### config.mk
export PLATFORM = sky130hd
export DESIGN_NAME = stack_mem_controller_flat
export DESIGN_NICKNAME = d
export VERILOG_FILES = /design/src/rtl/stack_mem_controller_if.sv /design/src/rtl/stack_mem_controller.sv /design/src/flat_wrapper.sv
export SDC_FILE = /design/constraint.sdc
export NUM_CORES = 1
export LEC_CHECK = 0
export BUFFER_PORTS_ARGS = -buffer_cell sky130_fd_sc_hd__buf_2
export CAP_MARGIN = 20
export CORE_MARGIN = 2
export CORE_UTILIZATION = 42
export DETAILED_ROUTE_END_ITERATION = 8
export PLACE_DENSITY = 0.65
export SLEW_MARGIN = 25
export SYNTH_ARGS = -nofsm -noshare
export SYNTH_HDL_FRONTEND = slang
export SYNTH_SLANG_ARGS = --single-unit
### constraint.sdc
create_clock -name clk -period 3.5 [get_ports clk]
set_clock_uncertainty 0.2 [all_clocks]
set_input_delay 0.7 -clock clk [delete_from_list [all_inputs] [get_ports clk]]
set_output_delay 0.7 -clock clk [all_outputs]
set_load 0.05 [all_outputs]
### src/rtl/stack_mem_controller_if.sv
// Memory-stage request bus, data-memory port and completion/status signals
// of the stack memory controller.
interface stack_mem_controller_if;
  logic        req_valid;
  logic [2:0]  req_op;
  logic [15:0] req_addr;
  logic [31:0] req_wdata;
  logic        req_ready;
  logic [31:0] mem_addr;
  logic [15:0] mem_wdata;
  logic        mem_rd;
  logic        mem_wr;
  logic [15:0] mem_rdata;
  logic        done;
  logic        err;
  logic [31:0] rsp_data;
  logic        busy;
  logic [31:0] sp;

  modport master (
    output req_valid, req_op, req_addr, req_wdata, mem_rdata,
    input  req_ready, mem_addr, mem_wdata, mem_rd, mem_wr,
           done, err, rsp_data, busy, sp
  );

  modport slave (
    input  req_valid, req_op, req_addr, req_wdata, mem_rdata,
    output req_ready, mem_addr, mem_wdata, mem_rd, mem_wr,
           done, err, rsp_data, busy, sp
  );
endinterface

### src/rtl/stack_mem_controller.sv
// Stack/data memory controller: LOAD/STORE plus 16- and 32-bit PUSH/POP on a
// descending stack over a 16-bit synchronous-read data memory.
module stack_mem_controller #(
  parameter logic [31:0] SP_INIT     = 32'h0000_07FF,
  parameter logic [31:0] STACK_LIMIT = 32'h0000_0400
) (
  input logic                  clk,
  input logic                  rst_n,
  stack_mem_controller_if.slave bus
);
  localparam logic [2:0] OP_NOP    = 3'b000;
  localparam logic [2:0] OP_LOAD   = 3'b001;
  localparam logic [2:0] OP_STORE  = 3'b010;
  localparam logic [2:0] OP_PUSH   = 3'b011;
  localparam logic [2:0] OP_POP    = 3'b100;
  localparam logic [2:0] OP_PUSH32 = 3'b101;
  localparam logic [2:0] OP_POP32  = 3'b110;
  localparam logic [2:0] OP_RSVD   = 3'b111;

  typedef enum logic [1:0] {IDLE, W1, W2, RSP} state_t;

  typedef struct packed {
    logic [2:0]  op;
    logic [15:0] addr;
    logic [31:0] wdata;
  } req_t;

  state_t      state;
  req_t        req;
  logic [31:0] sp_q;
  logic [15:0] lo_q;
  logic        done_q, err_q;
  logic [31:0] rsp_q;

  logic [31:0] sp_p1, sp_p2, sp_m1, sp_m2;
  logic        accept, illegal;
  logic        rd, wr;
  logic [31:0] addr;
  logic [15:0] wdata;

  assign sp_p1 = sp_q + 32'd1;
  assign sp_p2 = sp_q + 32'd2;
  assign sp_m1 = sp_q - 32'd1;
  assign sp_m2 = sp_q - 32'd2;

  assign accept = bus.req_valid && (state == IDLE) && (bus.req_op != OP_NOP);

  // Bounds are judged on the sp seen at accept, so a stack sitting exactly
  // at the limit or exactly empty still admits the op that fits.
  always_comb begin
    illegal = 1'b0;
    case (bus.req_op)
      OP_PUSH:   illegal = sp_q  < STACK_LIMIT;
      OP_POP:    illegal = sp_p1 > SP_INIT;
      OP_PUSH32: illegal = sp_m1 < STACK_LIMIT;
      OP_POP32:  illegal = sp_p2 > SP_INIT;
      OP_RSVD:   illegal = 1'b1;
      default:   illegal = 1'b0;
    endcase
  end

  always_ff @(posedge clk) begin
    if (!rst_n) begin
      state  <= IDLE;
      req    <= '0;
      sp_q   <= SP_INIT;
      lo_q   <= '0;
      done_q <= 1'b0;
      err_q  <= 1'b0;
      rsp_q  <= '0;
    end else begin
      done_q <= 1'b0;
      err_q  <= 1'b0;
      case (state)
        IDLE: begin
          if (accept) begin
            if (illegal) begin
              done_q <= 1'b1;
              err_q  <= 1'b1;
            end else begin
              req   <= '{op: bus.req_op, addr: bus.req_addr, wdata: bus.req_wdata};
              state <= W1;
            end
          end
        end
        W1: begin
          case (req.op)
            OP_STORE: begin
              done_q <= 1'b1;
              state  <= IDLE;
            end
            OP_PUSH: begin
              sp_q   <= sp_m1;
              done_q <= 1'b1;
              state  <= IDLE;
            end
            OP_LOAD: state <= RSP;
            OP_POP: begin
              sp_q  <= sp_p1;
              state <= RSP;
            end
            default: state <= W2;
          endcase
        end
        W2: begin
          if (req.op == OP_PUSH32) begin
            sp_q   <= sp_m2;
            done_q <= 1'b1;
            state  <= IDLE;
          end else begin
            // POP32: the low word read in W1 arrives now
            lo_q  <= bus.mem_rdata;
            sp_q  <= sp_p2;
            state <= RSP;
          end
        end
        RSP: begin
          rsp_q  <= (req.op == OP_POP32) ? {bus.mem_rdata, lo_q} : {16'h0000, bus.mem_rdata};
          done_q <= 1'b1;
          state  <= IDLE;
        end
        default: state <= IDLE;
      endcase
    end
  end

  always_comb begin
    rd    = 1'b0;
    wr    = 1'b0;
    addr  = '0;
    wdata = '0;
    case (state)
      W1: begin
        case (req.op)
          OP_LOAD: begin
            rd   = 1'b1;
            addr = {16'h0000, req.addr};
          end
          OP_STORE: begin
            wr    = 1'b1;
            addr  = {16'h0000, req.addr};
            wdata = req.wdata[15:0];
          end
          OP_PUSH: begin
            wr    = 1'b1;
            addr  = sp_q;
            wdata = req.wdata[15:0];
          end
          OP_PUSH32: begin
            wr    = 1'b1;
            addr  = sp_q;
            wdata = req.wdata[31:16];
          end
          OP_POP, OP_POP32: begin
            rd   = 1'b1;
            addr = sp_p1;
          end
          default: ;
        endcase
      end
      W2: begin
        if (req.op == OP_PUSH32) begin
          wr    = 1'b1;
          addr  = sp_m1;
          wdata = req.wdata[15:0];
        end else begin
          rd   = 1'b1;
          addr = sp_p2;
        end
      end
      default: ;
    endcase
  end

  // Strobes are killed the moment reset is asserted, even mid-operation.
  assign bus.mem_rd    = rd & rst_n;
  assign bus.mem_wr    = wr & rst_n;
  assign bus.mem_addr  = addr;
  assign bus.mem_wdata = wdata;

  assign bus.req_ready = (state == IDLE);
  assign bus.busy      = (state != IDLE);
  assign bus.done      = done_q;
  assign bus.err       = err_q;
  assign bus.rsp_data  = rsp_q;
  assign bus.sp        = sp_q;
endmodule

### src/flat_wrapper.sv
// flat-port wrapper written by rule: the top's interface ports become plain ports
module stack_mem_controller_flat 
#(
  parameter logic [31:0] SP_INIT     = 32'h0000_07FF,
  parameter logic [31:0] STACK_LIMIT = 32'h0000_0400
)
  (clk, rst_n, bus_req_valid, bus_req_op, bus_req_addr, bus_req_wdata, bus_mem_rdata, bus_req_ready, bus_mem_addr, bus_mem_wdata, bus_mem_rd, bus_mem_wr, bus_done, bus_err, bus_rsp_data, bus_busy, bus_sp);
  stack_mem_controller_if bus_i ();
  input logic clk;
  input logic rst_n;
  input wire logic [$bits(bus_i.req_valid)-1:0] bus_req_valid;
  input wire logic [$bits(bus_i.req_op)-1:0] bus_req_op;
  input wire logic [$bits(bus_i.req_addr)-1:0] bus_req_addr;
  input wire logic [$bits(bus_i.req_wdata)-1:0] bus_req_wdata;
  input wire logic [$bits(bus_i.mem_rdata)-1:0] bus_mem_rdata;
  output wire logic [$bits(bus_i.req_ready)-1:0] bus_req_ready;
  output wire logic [$bits(bus_i.mem_addr)-1:0] bus_mem_addr;
  output wire logic [$bits(bus_i.mem_wdata)-1:0] bus_mem_wdata;
  output wire logic [$bits(bus_i.mem_rd)-1:0] bus_mem_rd;
  output wire logic [$bits(bus_i.mem_wr)-1:0] bus_mem_wr;
  output wire logic [$bits(bus_i.done)-1:0] bus_done;
  output wire logic [$bits(bus_i.err)-1:0] bus_err;
  output wire logic [$bits(bus_i.rsp_data)-1:0] bus_rsp_data;
  output wire logic [$bits(bus_i.busy)-1:0] bus_busy;
  output wire logic [$bits(bus_i.sp)-1:0] bus_sp;
  assign bus_i.req_valid = bus_req_valid;
  assign bus_i.req_op = bus_req_op;
  assign bus_i.req_addr = bus_req_addr;
  assign bus_i.req_wdata = bus_req_wdata;
  assign bus_i.mem_rdata = bus_mem_rdata;
  assign bus_req_ready = bus_i.req_ready;
  assign bus_mem_addr = bus_i.mem_addr;
  assign bus_mem_wdata = bus_i.mem_wdata;
  assign bus_mem_rd = bus_i.mem_rd;
  assign bus_mem_wr = bus_i.mem_wr;
  assign bus_done = bus_i.done;
  assign bus_err = bus_i.err;
  assign bus_rsp_data = bus_i.rsp_data;
  assign bus_busy = bus_i.busy;
  assign bus_sp = bus_i.sp;
  stack_mem_controller #(.SP_INIT(SP_INIT), .STACK_LIMIT(STACK_LIMIT)) u_core (.clk(clk), .rst_n(rst_n), .bus(bus_i));
endmodule
# == Yosys cells after proc, flatten, opt, wreduce, memory -nomap -nowiden ==
# Index checks and enable logic that the tools add are counted.
# word_totals
reg_bits,135
latchBits,0
mem_bits_rw,0
romBits,0
input_bits,70
out_inout_bits,118
elab_cells,82
memories,0
# classes
addsub,4
n_mul,0
div,0
n_lt_le_gt_ge,4
eq_ne,17
shift,0
n_mux,26
n_bitwise,4
reduce_logical,18
# op_table
operator,count
$pmux W32 S2,3
$mux W32,3
$pmux W32 S3,1
$gt A32 B11 Y1 const B,2
$lt A32 B11 Y1 const B,2
$pmux W16 S2,2
$add A32 B1 Y32 const B,1
$add A32 B2 Y32 const B,1
$sub A32 B1 Y32 const B,1
$sub A32 B2 Y32 const B,1
$eq A3 B3 Y1 const B,7
$mux W16,1
$reduce_or A2 Y1,5
$eq A3 B2 Y1 const B,3
$pmux W2 S4,1
$reduce_and A2 Y1,4
$mux W1,7
$mux W2,3
$reduce_or A3 Y1,2
$pmux W1 S5,1
$eq A2 B2 Y1 const B,2
$pmux W1 S2,2
$pmux W1 S4,1
$pmux W2 S2,1
12 further kinds,16

# == Longest topological paths before layout ==
# Gate-level depths: netlist of run 1.
# depth
ltp_word,6
ltp_mapped,15
ltp_nobuf,11

# == Least setup slack after synthesis of run 1 ==
# Ideal clock, no wire load.
# synth_timing
path_kind,reg-to-output
from,"register u_core.sp_q[0], in the netlist u_core.bus.sp[0]"
to,output bus_mem_addr[26]
arrival_time_ps,3351
required_ps,2600
slack_ps,-751
path_stages_with_launch,12
n_path_buf,2
path_cell_list,dfxtp_1 -> clkbuf_1 -> inv_1 -> ha_1 -> nor3b_2 -> nand4_2 -> buf_2 -> or3_1 -> or2_2 -> a21oi_1 -> o21ai_0 -> a21oi_1
# synth_via
elab_chain_cells,3
word_cells_on_any_way,6
classes_between,3 x add/sub; 3 x mux
# synth_lines
item,line_no,rtl
from (decl),stack_mem_controller.sv:30,logic [31:0] sp_q;
from (signal assigned),stack_mem_controller.sv:93,sp_q <= sp_m1;
from (signal assigned),stack_mem_controller.sv:99,sp_q <= sp_p1;
from (signal assigned),stack_mem_controller.sv:107,sp_q <= sp_m2;
$add A32 B1 Y32 (tied with other cells),stack_mem_controller.sv:41,assign sp_p1 = sp_q + 32'd1;
$pmux W32 S3 or $mux W32 (tied branches),"stack_mem_controller.sv:134, stack_mem_controller.sv:162",
$pmux W32 S2 *,stack_mem_controller.sv:132,case (state)
to (decl),flat_wrapper.sv:17,output wire logic [$bits(bus_i.mem_addr)-1:0] bus_mem_addr;
# Every way passes the cells marked *; elsewhere a longest branch is shown, timed or not.

# == Worst setup path in the final report of run 1 ==
# layout_timing
from,"register u_core.sp_q[23], in the netlist u_core.bus.sp[23]"
to,output bus_mem_addr[29]
# Same word-level chain as after synthesis.

==> impl_metrics.json, run 1 <==
{
  "path_clk_slew_ns": 0.07,
  "ys_warn_count": 0,
  "critPathArrivalTime_ns": 2.88,
  "synth_area_leaders": "dfxtp_1, nand2_1, mux2i_1, xnor2_1, nor2_1",
  "clock_latency_ns": 0.44,
  "overflow": 0,
  "wirelength_um": 47600,
  "cts_tree": "yes",
  "cpMaxStageDelayCell": "or4_4",
  "syn_area_per_cell_um2": 7.14,
  "die_x_um": 164,
  "synth_top_flop_cell": "dfxtp_1",
  "path_max_fanout": 5,
  "drt_iter0_drc": 1771,
  "violations": "negative setup slack",
  "setup_viol": 48,
  "numCtsBuffers": 17,
  "rsz0062_at_grt": "true",
  "max_stage_delay_ns": 0.54,
  "start_util_pct": 42.7,
  "grt_pass1_wl_um": 68800,
  "finalCritPeriodShare_pct": 108,
  "grt_pass1_vias": 12300,
  "crit_path_cell_trace": "or4_4 > or3_1 > or4_4 > nor2_4 > xor2_2 > nand2_2 > a21oi_4 > buf_6",
  "cts_max_level": 4,
  "fin_ws_ns": -0.277,
  "synth_edf_count": 0,
  "dp_hpwl_um": 31000,
  "synth_most_common_cell": "nand2_1",
  "hold_viol": 0,
  "outcome": "finished with violations",
  "max_slew_margin_pct": 43.4,
  "dr.pass1.iters": 9,
  "synth.top_cells.by_count": "nand2_1, dfxtp_1, nor2_1, clkbuf_1, a21oi_1",
  "wl_per_cell_um": 21.9,
  "place_area_um2": 13200,
  "max-vdd-ir-drop_mv": 0.451,
  "grt.total_usage_pct": 32.8,
  "grt_start_max_net_pins": 187,
  "path_class": "reg -> out",
  "fmax_mhz": 265,
  "async_flop_share_pct": 0,
  "hp-class": "reg -> reg",
  "startpoint_type": "flip-flop",
  "io_buffers": 187,
  "fin_nets": 1914,
  "synthesis.nets": 1585,
  "clockBufferDepth": 2,
  "pin_count": 188,
  "ys_seq_area_share_pct": 25.1,
  "ant_nets": 0,
  "num_vias": 13600,
  "path_common_cell": "or4_4",
  "avgViaCountPerCell": 6.24,
  "cts.sinks": 135,
  "area_growth_pct": 49.3,
  "pwr_density_cell_nw_per_um2": 607,
  "wl_met2_um": 20800,
  "antenna_cells": 0,
  "fin_crit_ns": 3.78,
  "tns_ns": -3.80,
  "gp_congestion": 1.10,
  "drv_cap": 0,
  "synth.top_cell.area_share_pct": 25.1,
  "syn_inst": 1506,
  "p_leak_nw": 6.52,
  "route.detailed.drc": 0,
  "wl_met1_um": 18400,
  "grt_antenna_before_repair": 0,
  "worst_pin_slew_ns": 0.847,
  "fin_area_um2": 16100,
  "post-place-ws_ns": -0.107,
  "rows": 58,
  "highest_layer": "met5",
  "route.met3.wl_um": 5740,
  "dieHeight_um": 164,
  "coreArea_um2": 25200,
  "syn-cell-area_um2": 10800,
  "synth_cell_types": 75,
  "drive_above_1_share_pct": 39.6,
  "dieArea_um2": 26900,
  "clockRootBuffer": "clkbuf_16",
  "ys_seq_elements": 135,
  "worstPathRequired_ns": 2.60,
  "slew_viol_final": 0,
  "yosysTopAreaCell": "dfxtp_1",
  "worstSetupEndpointType": "output port",
  "finalPower_mw": 9.74
}
==> kinds of logic after synthesis <==
| family | synth area share (%) |
|---|---|
| buffers and inverters | 6.82 |
| adders and majority gates | 1.05 |
| and+or+nand+nor | 32.0 |
| xor gates and xnor gates | 7.98 |
| muxes | 6.19 |
| AOI/OAI and AO/OA | 20.9 |
| DFF | 25.1 |
==> power breakdown <==
group / total [mW] / switching [mW] / internal, mW
Clock: 1.87 / 0.881 / 0.987
Combinational: 5.93 / 3.56 / 2.38
Sequential: 1.94 / 0.194 / 1.75
==> worst max-delay path, delay by kind of cell, from the launching register on <==
| family | cells | cell delay (ns) |
|---|---|---|
| flops | 1 | 0.37 |
| compound gates | 1 | 0.13 |
| buf+inv | 1 | 0.17 |
| simple gates | 5 | 1.57 |
| xor+xnor | 1 | 0.19 |
==> metrics by stage <==
| step | hold WS [ns] | cells | util (%) |
|---|---|---|---|
| after detailed placement | 0.247 | 2073 | 52.6 |
| after CTS | 0.258 | 2141 | 59.0 |
| after floorplan | 0.234 | 1506 | - |
| final | 0.257 | 2177 | 63.7 |
| after global placement | 0.241 | 2073 | 52.6 |
| after global routing | 0.274 | 2177 | 63.7 |
==> registers in the layout (all words and copies together), names as in the netlist <==
signal / count
u_core.lo_q: 16
u_core.req: 51
u_core.bus.rsp_data: 32
u_core.state: 2
u_core.bus.sp: 32
u_core.bus.done: 1
u_core.bus.err: 1
==> routing by layer <==
metal	track usage (%)	vias to the layer above
met3	7.65	271
li1	-	5997
met2	50.2	1011
met4	15.0	2
met5	0	-
met1	43.9	6295
==> placed cells by master, fill, tap and decap left out, types with 16 or more instances in the layout <==
master     Yosys  final
nor2_1       129     98
a22oi_1       36     31
buf_4          2    203
nor2_4         0     18
nand3_1       65     58
xnor2_1       59     44
o21ai_0       50     40
dfxtp_2        0     17
and2_1        25     21
nor4_4         4     16
a21oi_1       77     61
dfxtp_1      135    103
nor3_1        51     39
mux2i_1       53     52
a21boi_0      35     34
nand2b_1      18     18
buf_6          2     64
o211a_1       18     18
nand4_1       24     24
xor2_1        39     33
buf_2         17    151
clkbuf_16      0     23
nand2_1      296    286
==> layout make-up <==
class                      count  area (um2)
tap                          330         413
timing repair buffer         456        3670
multi-input combinational   1209        8540
fill                        2094        9130
sequential                   135        2780
clock inverter                13         129
inverter                      16        70.1
clock buffer                  18         450
==> timing repair <==
| item | in CTS | in global routing |
|---|---|---|
| gates cloned | 2 | 4 |
| pin swaps | 58 | 85 |
| resized for setup | 165 | 207 |
| endpoints found under the setup margin | 89 | 103 |
| buffers inserted | 35 | 37 |
| hold buffers | 0 | 0 |
==> path summary, 6_finish.rpt <==
path | startpoint | to | slack, ns | cells past startpoint
max | u_core.bus.sp[23]$_SDFFE_PN0P_ | bus_mem_addr[29] | -0.28 | 8
min | u_core.req[23]$_SDFFE_PN0P_ | u_core.req[23]$_SDFFE_PN0P_ | 0.26 | 2
max reg2reg | u_core.bus.sp[20]$_SDFFE_PN0P_ | u_core.state[0]$_SDFFE_PN0P_ | -0.11 | 13
min reg2reg | u_core.req[23]$_SDFFE_PN0P_ | u_core.req[23]$_SDFFE_PN0P_ | 0.26 | 2
(Power assumes the default switching activity.)
==> run 2: changes to the inputs <==
- CELL_PAD_IN_SITES_DETAIL_PLACEMENT: not set -> 0
- CELL_PAD_IN_SITES_GLOBAL_PLACEMENT: not set -> 1
- CORE_UTILIZATION: 42 -> 38
- CTS_BUF_LIST: not set -> sky130_fd_sc_hd__clkbuf_4
- PLACE_DENSITY: 0.65 -> not set
- PLACE_DENSITY_LB_ADDON: not set -> 0.1
==> run 2 against run 1 <==
The flow still finishes with violations (negative setup slack); critical path depth grew 3; final cell count rose by 6.1%; via count is 1.8% lower; largest power group unchanged.
==> impl_metrics.json, run 2 (synthesis gave the netlist of run 1 again) <==
{
  "cts_tree": "yes",
  "fin_ws_ns": -0.468,
  "finalPower_mw": 9.72,
  "grt_antenna_before_repair": 3,
  "register_area_um2": 2790,
  "reg2reg_depth": 14,
  "final_common_cell": "buf_4",
  "numCtsBuffers": 17,
  "r2r_end": "u_core.req[36]$_SDFFE_PN0P_",
  "hp-class": "in -> reg",
  "worstSetupEndpoint": "bus_mem_addr[21]",
  "worstSetupEndpointType": "output port",
  "dieArea_um2": 29700,
  "worst_pin_slew_ns": 0.839,
  "fin_crit_ns": 3.97,
  "grt_pass1_vias": 12400,
  "rows": 61,
  "p_leak_nw": 6.97,
  "dp_hpwl_um": 33800,
  "gp_congestion": 1.00,
  "io_buffers": 187,
  "grt_start_max_net_pins": 187,
  "grt.total_usage_pct": 32.8,
  "clockRootBuffer": "clkbuf_4",
  "largest_register_ffs": 51,
  "pwr_density_cell_nw_per_um2": 573,
  "fin_nets": 1995,
  "finalCritPeriodShare_pct": 113,
  "slew_viol_final": 0,
  "path_max_fanout": 4,
  "fin_cells": 2310,
  "die_x_um": 172,
  "startpoint_type": "flip-flop",
  "outcome": "finished with violations",
  "reg2reg_slack_ns": -0.24,
  "layout_common_cells": "buf_4, nand2_1, buf_2",
  "crit_path_start": "u_core.bus.sp[2]$_SDFFE_PN1P_",
  "avgViaCountPerCell": 5.77,
  "num_vias": 13300,
  "path_class": "reg -> out",
  "drt_iter0_drc": 1344,
  "route.detailed.drc": 0,
  "cts.sinks": 135,
  "postLayoutCoreUtil_pct": 60.9,
  "pin_count": 188,
  "max-vdd-ir-drop_mv": 0.311,
  "dr.pass1.iters": 5,
  "fmax_mhz": 252,
  "rsz0062_at_grt": "true",
  "cts_max_level": 4,
  "r2r-start": "u_core.bus.sp[14]$_SDFFE_PN0P_",
  "area_growth_pct": 57.7,
  "drv_cap": 0,
  "regMostFlops": "u_core.req",
  "dieHeight_um": 172,
  "clock_latency_ns": 0.59,
  "hold_viol": 0,
  "critPathArrivalTime_ns": 3.07,
  "placed_cells": 2143,
  "start_util_pct": 38.6,
  "overflow": 0,
  "fillers": 2531,
  "violations": "negative setup slack",
  "ant_nets": 0,
  "wl_per_cell_um": 21.9,
  "worstPathRequired_ns": 2.60,
  "path_clk_slew_ns": 0.18,
  "clockBufferDepth": 2,
  "wirelength_um": 50600,
  "drive_above_1_share_pct": 44.7,
  "hold_buffers": 0,
  "grt_pass1_wl_um": 73600,
  "setup_viol": 80,
  "max_slew_margin_pct": 44.0,
  "coreArea_um2": 27900,
  "multi_input_area_um2": 8870
}
run 2: metrics by stage:
step / worst slack [ns] / instance area [um2] / TNS [ns] / hold slack [ns]
finish: -0.468 / 17000 / -16.04 / 0.149
global route: -0.559 / 17000 / -24.86 / 0.127
CTS: -0.471 / 15900 / -11.97 / 0.120
detailed placement: -0.263 / 13500 / -11.79 / 0.249
global placement: -0.328 / 13500 / -16.43 / 0.242
floorplan: -0.164 / 11000 / -0.317 / 0.234
run 2: worst min path at each step:
stage / slack (ns) / cells past startpoint / endpoint / from
floorplan: 0.23 / 2 / u_core.req[16]$_SDFFE_PN0P_ / u_core.req[16]$_SDFFE_PN0P_
global placement: 0.24 / 2 / u_core.req[20]$_SDFFE_PN0P_ / u_core.req[20]$_SDFFE_PN0P_
detailed placement: 0.25 / 2 / u_core.req[20]$_SDFFE_PN0P_ / u_core.req[20]$_SDFFE_PN0P_
CTS: 0.12 / 3 / u_core.req[20]$_SDFFE_PN0P_ / bus_req_wdata[20]
global route: 0.13 / 3 / u_core.req[43]$_SDFFE_PN0P_ / bus_req_addr[11]
finish: 0.15 / 3 / u_core.req[20]$_SDFFE_PN0P_ / bus_req_wdata[20]
run 2: where the power goes:
group | internal [mW] | switching [mW]
Sequential | 1.75 | 0.188
Clock | 0.400 | 0.824
Combinational | 2.79 | 3.76
run 2: final cells by class:
type                    count  area share [%]
diodes                      3          0.0443
clock buffers              17           0.753
clock inverters            15            1.03
inverters                  16           0.413
multi-input cells        1209            52.3
flip-flops and latches    135            16.4
well taps                 378            2.79
repair buffers            537            26.2
run 2: critical path, cell delays in order, from the launching register on:
cell and delay, ns:
dfxtp_4 0.40, inv_4 0.08, ha_4 0.14, nor3b_4 0.22, nand4_1 0.20, or3_4 0.49, buf_4 0.16, nor2_4 0.11
o22ai_2 0.10, a221oi_4 0.39, nor2_4 0.05, buf_8 0.15
run 2: timing repair:
item	in CTS	in global routing
gates resized for setup	316	159
gates cloned	6	1
setup buffers	79	59
endpoints found under the setup margin	101	102
pin swaps	105	112
run 2: layer usage:
metal	vias to the layer above	wire length (um)	global-route usage (%)	part of all wire (%)
met5	-	0	0	0
met4	0	2030	13.8	4.0
met3	135	4670	8.35	9.2
met2	696	22700	50.4	45
met1	6334	21300	43.5	42
li1	6164	-	-	-
==> run 3: changes to the inputs <==
- CORE_UTILIZATION: 38 -> 35
==> run 3 against run 2 <==
The run still ends with negative setup slack left; sequential share of layout area rose by 0.053 points; sequential cell count did not move; worst setup slack improved by 0.092 ns; fmax rose by 2.4%; sequential power barely moved; final area fell by 0.46%; wire length fell by 0.20%; die area rose by 8.4%; via count fell by 0.23%.
==> impl_metrics.json, run 3 (synthesis gave the netlist of run 1 again) <==
{
  "hold_viol": 0,
  "drv_cap": 0,
  "max-vdd-ir-drop_mv": 0.272,
  "regMostFlops": "u_core.req",
  "grt_start_max_net_pins": 90,
  "power_frac_comb_pct": 67.5,
  "fin_nets": 2002,
  "worstSetupEndpointType": "output port",
  "cellInternalPower_mw": 5.11,
  "hold_depth": 3,
  "num_vias": 13300,
  "hold_buffers": 0,
  "fin_cells": 2333,
  "startpoint_type": "flip-flop",
  "numCtsBuffers": 17,
  "route.detailed.drc": 0,
  "cpMaxStageDelayCell": "or4_4",
  "fin_crit_ns": 3.88,
  "cts_tree": "yes",
  "coreArea_um2": 30400,
  "worstPathRequired_ns": 2.60,
  "ant_nets": 0,
  "path_class": "reg -> out",
  "grt_antenna_before_repair": 2,
  "dieArea_um2": 32100,
  "area_growth_pct": 57.0,
  "wl_per_cell_um": 21.7,
  "power.share.sequential_pct": 19.7,
  "crit_path_cell_trace": "or4_4 > or3_4 > or4_4 > nor2_4 > xor2_2 > nand2_2 > a21oi_4 > buf_12",
  "cp_num_buf_inv": 1,
  "die_x_um": 179,
  "path_clk_slew_ns": 0.16,
  "r2r_end": "u_core.req[6]$_SDFFE_PN0P_",
  "start_util_pct": 35.3,
  "clock_latency_ns": 0.56,
  "clockRootBuffer": "clkbuf_4",
  "placed_cells": 2170,
  "wirelength_um": 50500,
  "postLayoutCoreUtil_pct": 55.5,
  "clockBufferDepth": 2,
  "outcome": "finished with violations",
  "overflow": 0,
  "avgViaCountPerCell": 5.70,
  "largest_register_ffs": 51,
  "reg2reg_slack_ns": -0.22,
  "power_switching_mw": 4.74,
  "slew_viol_final": 0,
  "drt_iter0_drc": 1259,
  "grt_pass1_vias": 12600,
  "dieHeight_um": 179,
  "final_common_cell": "nand2_1",
  "path_delay_family": "simple AND/OR/NAND/NOR gates",
  "dr.pass1.iters": 6,
  "reg2reg_depth": 18,
  "rows": 64,
  "drive_above_1_share_pct": 43.6,
  "violations": "negative setup slack",
  "pin_count": 188,
  "grt_pass1_wl_um": 75600,
  "worst_pin_slew_ns": 0.879,
  "max_stage_delay_ns": 0.55,
  "path_common_cell": "or4_4",
  "rsz0062_at_grt": "true",
  "gp_congestion": 0.968,
  "critPathArrivalTime_ns": 2.98,
  "max_slew_margin_pct": 41.4,
  "grt.total_usage_pct": 30.9,
  "r2r-start": "u_core.bus.sp[2]$_SDFFE_PN1P_",
  "fmax_mhz": 258,
  "fillers": 2954,
  "hp-class": "in -> reg",
  "path_max_fanout": 4,
  "finalCritPeriodShare_pct": 111,
  "power_frac_clock_pct": 12.8,
  "fin_ws_ns": -0.376,
  "setup_viol": 80,
  "dp_hpwl_um": 34500,
  "layout_common_cells": "nand2_1, buf_4, buf_2",
  "min_from": "bus_req_addr[2]",
  "cts_max_level": 4,
  "hold_path_end": "u_core.req[34]$_SDFFE_PN0P_",
  "swShare_pct": 48.1,
  "p_leak_nw": 6.95,
  "pwr_density_cell_nw_per_um2": 583,
  "cts.sinks": 135,
  "io_buffers": 187
}
## run 3: worst register-to-register path, stage by stage (launching register included)
cell      delay, ns
dfxtp_4        0.40
buf_4          0.13
buf_8          0.12
nand4_1        0.11
buf_6          0.15
buf_6          0.11
or2_4          0.24
buf_4          0.14
nor2_4         0.20
buf_4          0.16
xnor2_1        0.12
nand4b_1       0.14
o311a_1        0.42
nor4b_4        0.35
buf_12         0.17
buf_12         0.11
buf_6          0.10
buf_16         0.12
mux2i_1        0.17
## run 3: through the flow
step                      hold WS (ns)  power (mW)  TNS (ns)  worst slack (ns)  cell area [um2]
after floorplan                  0.234        4.84    -0.317            -0.164            11000
after global placement           0.243        6.71     -8.94            -0.190            13600
after detailed placement         0.249        6.69     -5.46            -0.152            13600
after CTS                        0.133        9.44     -8.09            -0.443            16300
after global routing             0.135        10.3    -23.26            -0.482            16900
final                            0.174        9.84    -13.59            -0.376            16900
## run 3: worst max-delay path by stage
| stage | start | to | slack [ns] | depth (start not counted) |
|---|---|---|---|---|
| after detailed placement | u_core.bus.sp[17]$_SDFFE_PN0P_ | u_core.req[1]$_SDFFE_PN0P_ | -0.15 | 14 |
| after CTS | u_core.bus.sp[23]$_SDFFE_PN0P_ | bus_mem_addr[29] | -0.44 | 8 |
| after global routing | u_core.bus.sp[2]$_SDFFE_PN1P_ | bus_mem_addr[13] | -0.48 | 11 |
| after global placement | u_core.bus.sp[17]$_SDFFE_PN0P_ | bus_mem_addr[29] | -0.19 | 9 |
| after floorplan | u_core.bus.sp[0]$_SDFFE_PN1P_ | bus_mem_addr[26] | -0.16 | 11 |
| final | u_core.bus.sp[23]$_SDFFE_PN0P_ | bus_mem_addr[29] | -0.38 | 8 |
## run 3: power by group through the flow
stage | Clock (mW) | Combinational [mW] | Sequential (mW)
2_1_floorplan | 0 | 2.69 | 2.15
3_3_place_gp | 0 | 4.76 | 1.95
3_5_place_dp | 0 | 4.74 | 1.96
4_1_cts | 1.29 | 6.21 | 1.93
5_1_grt | 1.34 | 6.96 | 1.97
6_report | 1.26 | 6.64 | 1.94
## run 3: final cells by class
type | instances | area (um2) | area share [%]
repair buffers | 544 | 4540 | 26.9
well taps | 396 | 495 | 2.94
inverters | 16 | 72.6 | 0.430
flip-flops and latches | 135 | 2790 | 16.5
diodes | 1 | 2.50 | 0.0148
multi-input cells | 1209 | 8670 | 51.4
clock buffers | 17 | 128 | 0.756
clock inverters | 15 | 183 | 1.08
## run 3: per-layer routing
metal  global-route usage (%)  part of all wire (%)  vias up
met5                        0                 0.026        -
met4                     11.3                   3.4        2
met3                     6.06                   7.8      118
met2                     48.3                    45      613
met1                     41.9                    44     6391
li1                         -                     -     6174
## run 3: repair_timing
item,in CTS,in global routing
endpoints found under the setup margin,101,101
setup buffers,109,28
pin swaps,121,66
cloned,8,1
gates resized for setup,361,83
